### src/rtl/demux_stream_1to2_if.sv
// Stream bundle for the 1:2 demux: one valid/ready input with select, two valid/ready outputs.
// slave = demux side, master = producer/consumers side.
interface demux_stream_1to2_if #(
  parameter int W = 8
);
  logic         in_valid;
  logic         in_ready;
  logic [W-1:0] in_data;
  logic         in_last;
  logic         s;
  logic         out0_valid;
  logic         out0_ready;
  logic [W-1:0] out0_data;
  logic         out0_last;
  logic         out1_valid;
  logic         out1_ready;
  logic [W-1:0] out1_data;
  logic         out1_last;

  modport slave (
    input  in_valid, in_data, in_last, s, out0_ready, out1_ready,
    output in_ready, out0_valid, out0_data, out0_last, out1_valid, out1_data, out1_last
  );

  modport master (
    output in_valid, in_data, in_last, s, out0_ready, out1_ready,
    input  in_ready, out0_valid, out0_data, out0_last, out1_valid, out1_data, out1_last
  );
endinterface

### src/rtl/demux_stream_1to2.sv
// Registered 1:2 packet demux, select locked per packet; 1-cycle latency, in_ready = free(target).
// DEMUX_STATS_EN adds per-output delivered-beat counters cnt0/cnt1 (CNT_W bits, wrapping).
module demux_stream_1to2 #(
  parameter int W = 8
`ifdef DEMUX_STATS_EN
  , parameter int CNT_W = 16
`endif
) (
  input  logic                   clk,
  input  logic                   rst_n,
  demux_stream_1to2_if.slave     bus
`ifdef DEMUX_STATS_EN
  , output logic [CNT_W-1:0]     cnt0
  , output logic [CNT_W-1:0]     cnt1
`endif
);

  localparam logic [1:0] IDLE  = 2'd0;
  localparam logic [1:0] LOCK0 = 2'd1;
  localparam logic [1:0] LOCK1 = 2'd2;

  logic [1:0]   state;
  logic         tgt;
  logic         free0, free1;
  logic         acc, fill0, fill1;
  logic         v0, v1, l0, l1;
  logic [W-1:0] d0, d1;

  always_comb begin
    tgt = bus.s;
    case (state)
      LOCK0:   tgt = 1'b0;
      LOCK1:   tgt = 1'b1;
      default: tgt = bus.s;
    endcase
  end

  assign free0 = !v0 || bus.out0_ready;
  assign free1 = !v1 || bus.out1_ready;

  // rst_n gates in_ready so the producer sees no accept while reset is asserted
  assign bus.in_ready = rst_n && (tgt ? free1 : free0);
  assign acc          = bus.in_valid && bus.in_ready;
  assign fill0        = acc && !tgt;
  assign fill1        = acc && tgt;

  always_ff @(posedge clk or negedge rst_n) begin
    if (!rst_n) begin
      state <= IDLE;
    end else if (acc) begin
      if (bus.in_last)
        state <= IDLE;
      else if (state == IDLE)
        state <= bus.s ? LOCK1 : LOCK0;
    end
  end

  always_ff @(posedge clk or negedge rst_n) begin
    if (!rst_n) begin
      v0 <= 1'b0;
      d0 <= '0;
      l0 <= 1'b0;
    end else if (fill0) begin
      v0 <= 1'b1;
      d0 <= bus.in_data;
      l0 <= bus.in_last;
    end else if (v0 && bus.out0_ready) begin
      v0 <= 1'b0;
    end
  end

  always_ff @(posedge clk or negedge rst_n) begin
    if (!rst_n) begin
      v1 <= 1'b0;
      d1 <= '0;
      l1 <= 1'b0;
    end else if (fill1) begin
      v1 <= 1'b1;
      d1 <= bus.in_data;
      l1 <= bus.in_last;
    end else if (v1 && bus.out1_ready) begin
      v1 <= 1'b0;
    end
  end

  assign bus.out0_valid = v0;
  assign bus.out0_data  = d0;
  assign bus.out0_last  = l0;
  assign bus.out1_valid = v1;
  assign bus.out1_data  = d1;
  assign bus.out1_last  = l1;

`ifdef DEMUX_STATS_EN
  always_ff @(posedge clk or negedge rst_n) begin
    if (!rst_n) begin
      cnt0 <= '0;
      cnt1 <= '0;
    end else begin
      if (v0 && bus.out0_ready) cnt0 <= cnt0 + 1'b1;
      if (v1 && bus.out1_ready) cnt1 <= cnt1 + 1'b1;
    end
  end
`endif

endmodule

### src/flat_wrapper.sv
// flat-port wrapper written by rule: the top's interface ports become plain ports
module demux_stream_1to2_flat 
#(
  parameter int W = 8

)
  (clk, rst_n, bus_in_valid, bus_in_data, bus_in_last, bus_s, bus_out0_ready, bus_out1_ready, bus_in_ready, bus_out0_valid, bus_out0_data, bus_out0_last, bus_out1_valid, bus_out1_data, bus_out1_last);
  demux_stream_1to2_if #(.W(W)) bus_i ();
  input  logic clk;
  input  logic rst_n;
  input wire logic [$bits(bus_i.in_valid)-1:0] bus_in_valid;
  input wire logic [$bits(bus_i.in_data)-1:0] bus_in_data;
  input wire logic [$bits(bus_i.in_last)-1:0] bus_in_last;
  input wire logic [$bits(bus_i.s)-1:0] bus_s;
  input wire logic [$bits(bus_i.out0_ready)-1:0] bus_out0_ready;
  input wire logic [$bits(bus_i.out1_ready)-1:0] bus_out1_ready;
  output wire logic [$bits(bus_i.in_ready)-1:0] bus_in_ready;
  output wire logic [$bits(bus_i.out0_valid)-1:0] bus_out0_valid;
  output wire logic [$bits(bus_i.out0_data)-1:0] bus_out0_data;
  output wire logic [$bits(bus_i.out0_last)-1:0] bus_out0_last;
  output wire logic [$bits(bus_i.out1_valid)-1:0] bus_out1_valid;
  output wire logic [$bits(bus_i.out1_data)-1:0] bus_out1_data;
  output wire logic [$bits(bus_i.out1_last)-1:0] bus_out1_last;
  assign bus_i.in_valid = bus_in_valid;
  assign bus_i.in_data = bus_in_data;
  assign bus_i.in_last = bus_in_last;
  assign bus_i.s = bus_s;
  assign bus_i.out0_ready = bus_out0_ready;
  assign bus_i.out1_ready = bus_out1_ready;
  assign bus_in_ready = bus_i.in_ready;
  assign bus_out0_valid = bus_i.out0_valid;
  assign bus_out0_data = bus_i.out0_data;
  assign bus_out0_last = bus_i.out0_last;
  assign bus_out1_valid = bus_i.out1_valid;
  assign bus_out1_data = bus_i.out1_data;
  assign bus_out1_last = bus_i.out1_last;
  demux_stream_1to2 #(.W(W)) u_core (.clk(clk), .rst_n(rst_n), .bus(bus_i));
endmodule
### config.mk
export PLATFORM = sky130hd
export DESIGN_NAME = demux_stream_1to2_flat
export DESIGN_NICKNAME = d
export VERILOG_FILES = /design/src/rtl/demux_stream_1to2_if.sv /design/src/rtl/demux_stream_1to2.sv /design/src/flat_wrapper.sv
export SDC_FILE = /design/constraint.sdc
export NUM_CORES = 1
export LEC_CHECK = 0
export ABC_CLOCK_PERIOD_IN_PS = 2390
export CAP_MARGIN = 30
export CORE_MARGIN = 8
export CORE_UTILIZATION = 43
export DETAILED_ROUTE_END_ITERATION = 10
export PLACE_DENSITY_LB_ADDON = 0.05
export SLEW_MARGIN = 20
export SYNTH_ARGS = -nofsm -noshare
export SYNTH_HDL_FRONTEND = slang
export SYNTH_SLANG_ARGS = --single-unit
export TNS_END_PERCENT = 10
### constraint.sdc
create_clock -name clk -period 2.39 [get_ports clk]
set_input_delay 0.5975 -clock clk [delete_from_list [all_inputs] [get_ports clk]]
set_output_delay 0.5975 -clock clk [all_outputs]
set_load 0.02 [all_outputs]
Yosys cells after proc, flatten, opt, wreduce, memory -nomap -nowiden
Cells that the tools add are included.
- $add $sub $neg: 0
- multiply operators: 0
- div/mod/pow operators: 0
- magnitude comparators: 0
- equal/unequal tests: 2
- shift operators: 0
- mux-type cells: 9
- bitwise gates (word level): 0
- reductions and logical operators: 16
- operators by type and width (kind ; count):
    $logic_and 1x1->1 ; 6
    $mux 2 ; 3
    $reduce_bool 2->1 ; 3
    $mux 1 ; 5
    $logic_not 1->1 ; 3
    $eq 2x1->1 const B ; 1
    $eq 2x2->1 const B ; 1
    $logic_not 2->1 ; 1
    $logic_or 1x1->1 ; 2
    $pmux 1 s2 ; 1
    $reduce_and 2->1 ; 1
- register bits after elaboration: 22
- latch bits: 0
- RAM bits: 0
- ROM bits: 0
- output and inout port bits: 21
- word-level logic and storage cells: 34
- memories: 0

Depth between registers and ports, before layout
- word-level depth: 7
- depth in mapped cells: 7

Worst setup path before layout
Ideal clock, no wire load.
- path kind: reg-to-output
- start: reg u_core.state[1]
- end: out bus_in_ready
- arrival: 1355 ps
- data required time: 1793 ps
- setup slack: 438 ps
- stages on the path, launching flop included: 6
- cell sequence: dfrtp_1 > inv_1 > ha_1 > mux2i_2 > mux2i_1 > nor2b_1
- cells in the longest elaborated chain, start to end: 4
- elaborated cells between the ends (all ways): 5
- those cells by class: eq/ne: 2; mux: 2; reduce/logical: 1
- ends and longest elaborated chain (element ; line ; text):
    start, declared ; demux_stream_1to2.sv:22 ; logic [1:0] state;
    start signal, assigned ; demux_stream_1to2.sv:54 ; state <= bus.s ? LOCK1 : LOCK0;
    $eq 2x2->1 or $eq 2x1->1 (tied branches) ; demux_stream_1to2.sv:31 ; case (state)
    $pmux 1 s2 (*) ; demux_stream_1to2.sv:31 ;
    $mux 1 (*) ; demux_stream_1to2.sv:42 ; assign bus.in_ready = rst_n && (tgt ? free1 : free0);
    $logic_and 1x1->1 (*) ; demux_stream_1to2.sv:42 ;
    end, declared ; flat_wrapper.sv:17 ; output wire logic [$bits(bus_i.in_ready)-1:0] bus_in_ready;
Mark *: on every way between the ends. The rest lies on a longest branch, timed or not.

Worst setup path in the final report
- start: reg u_core.state[0]
- end: out bus_in_ready
The elaborated chain is that of the path after synthesis.

==> flow_summary.ini <==
[synthesis]
synth_most_common_cell = dfrtp_1
synth-seq-cells = 22
syn_nets = 80
syn-cell-area_sq_um = 975
synth-seq-area-share_pct = 56.5
synth_warnings = 0
syn_avg_cell_area_sq_um = 15.5
yosys.area.top_type_share_pct = 56.5
ys_top_cells_by_count = dfrtp_1, mux2_2, mux2_4, inv_1
synth_cells = 63
synth-edff-count = 0
synth_top_area_cell = dfrtp_1
synth_flop_cell = dfrtp_1
synth_cell_type_count = 18
synthArstFlopShare_pct = 100
synthTopCellsByArea = dfrtp_1, mux2_2, mux2_4

[die]
die_w_um = 63.6
start_util_pct = 44.9
core_area_sq_mm = 0.00217
rows = 17
io-pin-count = 36
die_h_um = 63.6
dieArea_sq_mm = 0.00405

[critical_path]
cp-start-kind = register
cpPeakStageDelay_ns = 0.38
critical_path_class = reg2out
critical_path.cell_chain = inv_2 > ha_4 > mux2i_2 > mux2i_1 > nor2b_1 > buf_2
cp_max_fo = 2
worstSetupEndpointType = output port
cp_slowest_cell = dfrtp_1
worst-path-buf-inv = 2
cp-startpoint = u_core.state[0]
cp_top_family = multiplexers
arrival_ns = 1.65
crit_required_ns = 1.79
r2r-start = u_core.state[0]

[layout]
synthToLayoutAreaGrowth_pct = 49.2
antenna_cells = 0
fin_nets = 125
drive_above_1_share_pct = 34.6
final_core_util_pct = 67.0

[grt]
grt_start_max_net_pins = 26
antenna_found_initial = 0
grt.total_usage_pct = 10.5
grt_pass1_vias = 729
grt_overflow_total = 0
grt_pass1_wl_um = 3440

[clock_tree]
clock-sinks = 22
numCtsBuffers = 3
clockRootBuffer = clkbuf_4
insertion_delay_ns = 0.31
cts_buffer_depth = 2
path_clk_slew_ns = 0.13
htree_levels = 1
tritoncts = built

[timing]
tightest_slew_ns = 0.297
fin_crit_sh_pct = 94.2
fmax_ghz = 0.444
fin_crit_ns = 2.25
skew_ns = 0.0136
rsz0062_at_grt = false
hold_viol = 0
relSlewSlack_pct = 80.2
setup_viol = 0
tns_ns = 0
drv_slew = 0

[drt]
totalWireLength_um = 2050
first_pass_iters = 3
drc = 0
routedWlPerCell_um = 15.2
final_antenna_net_count = 0
drt_iter0_drc = 16
vias_per_cell = 4.82
via_count = 651

[power_and_ir_drop]
p_leak_nw = 0.631
p_per_area_mw_per_mm2 = 1380
ir_worst_vdd_mv = 0.744

[place]
place.port_buffers = 35
gp_congestion = 0.683
dp.final_hpwl_um = 1580

[run]
maxCapViolCount = 0

[outcome]
status = finished clean

[min_path]
min_path_type = reg2reg
holdCritStartpoint = u_core.bus.out0_data[2]
-- cells by family (layout without fill, tap and decap cells) --
| kind of cell | after synthesis | count (layout) | synth area share [%] |
|---|---|---|---|
| flops | 22 | 22 | 56.5 |
| mux | 20 | 20 | 25.9 |
| simple gates | 9 | 9 | 6.29 |
| buf+inv | 6 | 50 | 4.75 |
| compound gates | 4 | 4 | 3.98 |
| fa+ha+maj | 2 | 2 | 2.57 |
-- layout by cell type (no fill, tap or decap), types with 2 or more instances in the layout --
| master | count |
|---|---|
| clkbuf_4 | 3 |
| dfrtp_1 | 22 |
| inv_1 | 3 |
| clkdlybuf4s50_1 | 34 |
| mux2_4 | 7 |
| mux2_2 | 11 |
| nand2b_1 | 2 |
| nand2_1 | 2 |
| nor2b_1 | 2 |
| o2bb2ai_1 | 2 |
| buf_4 | 6 |
-- sequential cells by signal, summed over array words and instances (netlist names) --
register,cells
u_core.bus.out0_last,1
u_core.bus.out1_data,8
u_core.bus.out1_last,1
u_core.state,2
u_core.bus.out0_data,8
u_core.bus.out1_valid,1
u_core.bus.out0_valid,1
-- routing by layer --
layer / track usage (%) / routed length (um) / vias to the layer above
li1: - / - / 307
met1: 11.3 / 848 / 327
met2: 17.9 / 1080 / 15
met3: 3.53 / 115 / 2
met4: 5.01 / 9 / 0
met5: 0 / 0 / -
-- worst paths after layout --
path	cells past startpoint	slack, ns	end
hold / removal	1	0.52	u_core.bus.out0_data[2]
min in group asynchronous	2	0.66	u_core.bus.out1_data[3]
setup / recovery	6	0.14	bus_in_ready
setup reg to reg	6	0.43	u_core.bus.out1_data[2]
max in group asynchronous	2	1.49	u_core.bus.out1_data[0]
hold reg to reg	1	0.52	u_core.bus.out0_data[2]
-- report_power, final --
group          total, mW  internal (mW)  switching, mW  leakage, nW
sequential         0.650          0.553         0.0969        0.266
combinational       1.08          0.616          0.460        0.338
clock              0.282          0.170          0.112       0.0279
total               2.01           1.34          0.669        0.631
-- per-stage QoR --
stage               worst slack [ns]  instance area, sq um  instances  power (mW)  hold slack, ns
floorplan                      0.438                   975         63        1.23           0.302
global placement              -0.248                  1390        130        1.69           0.481
detailed placement            -0.263                  1390        130        1.71           0.482
CTS                           0.0841                  1440        135        2.01           0.530
global route                 0.00957                  1450        135        2.12           0.542
finish                         0.139                  1450        135        2.01           0.524
-- final cells by class --
| class | count | area (sq um) |
|---|---|---|
| Fill cell | 177 | 716 |
| Inverter | 4 | 15.0 |
| Timing Repair Buffer | 42 | 410 |
| Sequential cell | 22 | 551 |
| Multi-Input combinational cell | 35 | 390 |
| Tap cell | 28 | 35.0 |
| Clock buffer | 3 | 22.5 |
| Clock inverter | 1 | 30.0 |
-- repair_timing --
action	in CTS	in global routing
hold buffers	0	0
setup buffers	1	0
pin swaps	0	0
setup endpoints to repair	1	1
resized for setup	4	2
Note: power is estimated with default switching activity, not from simulation.
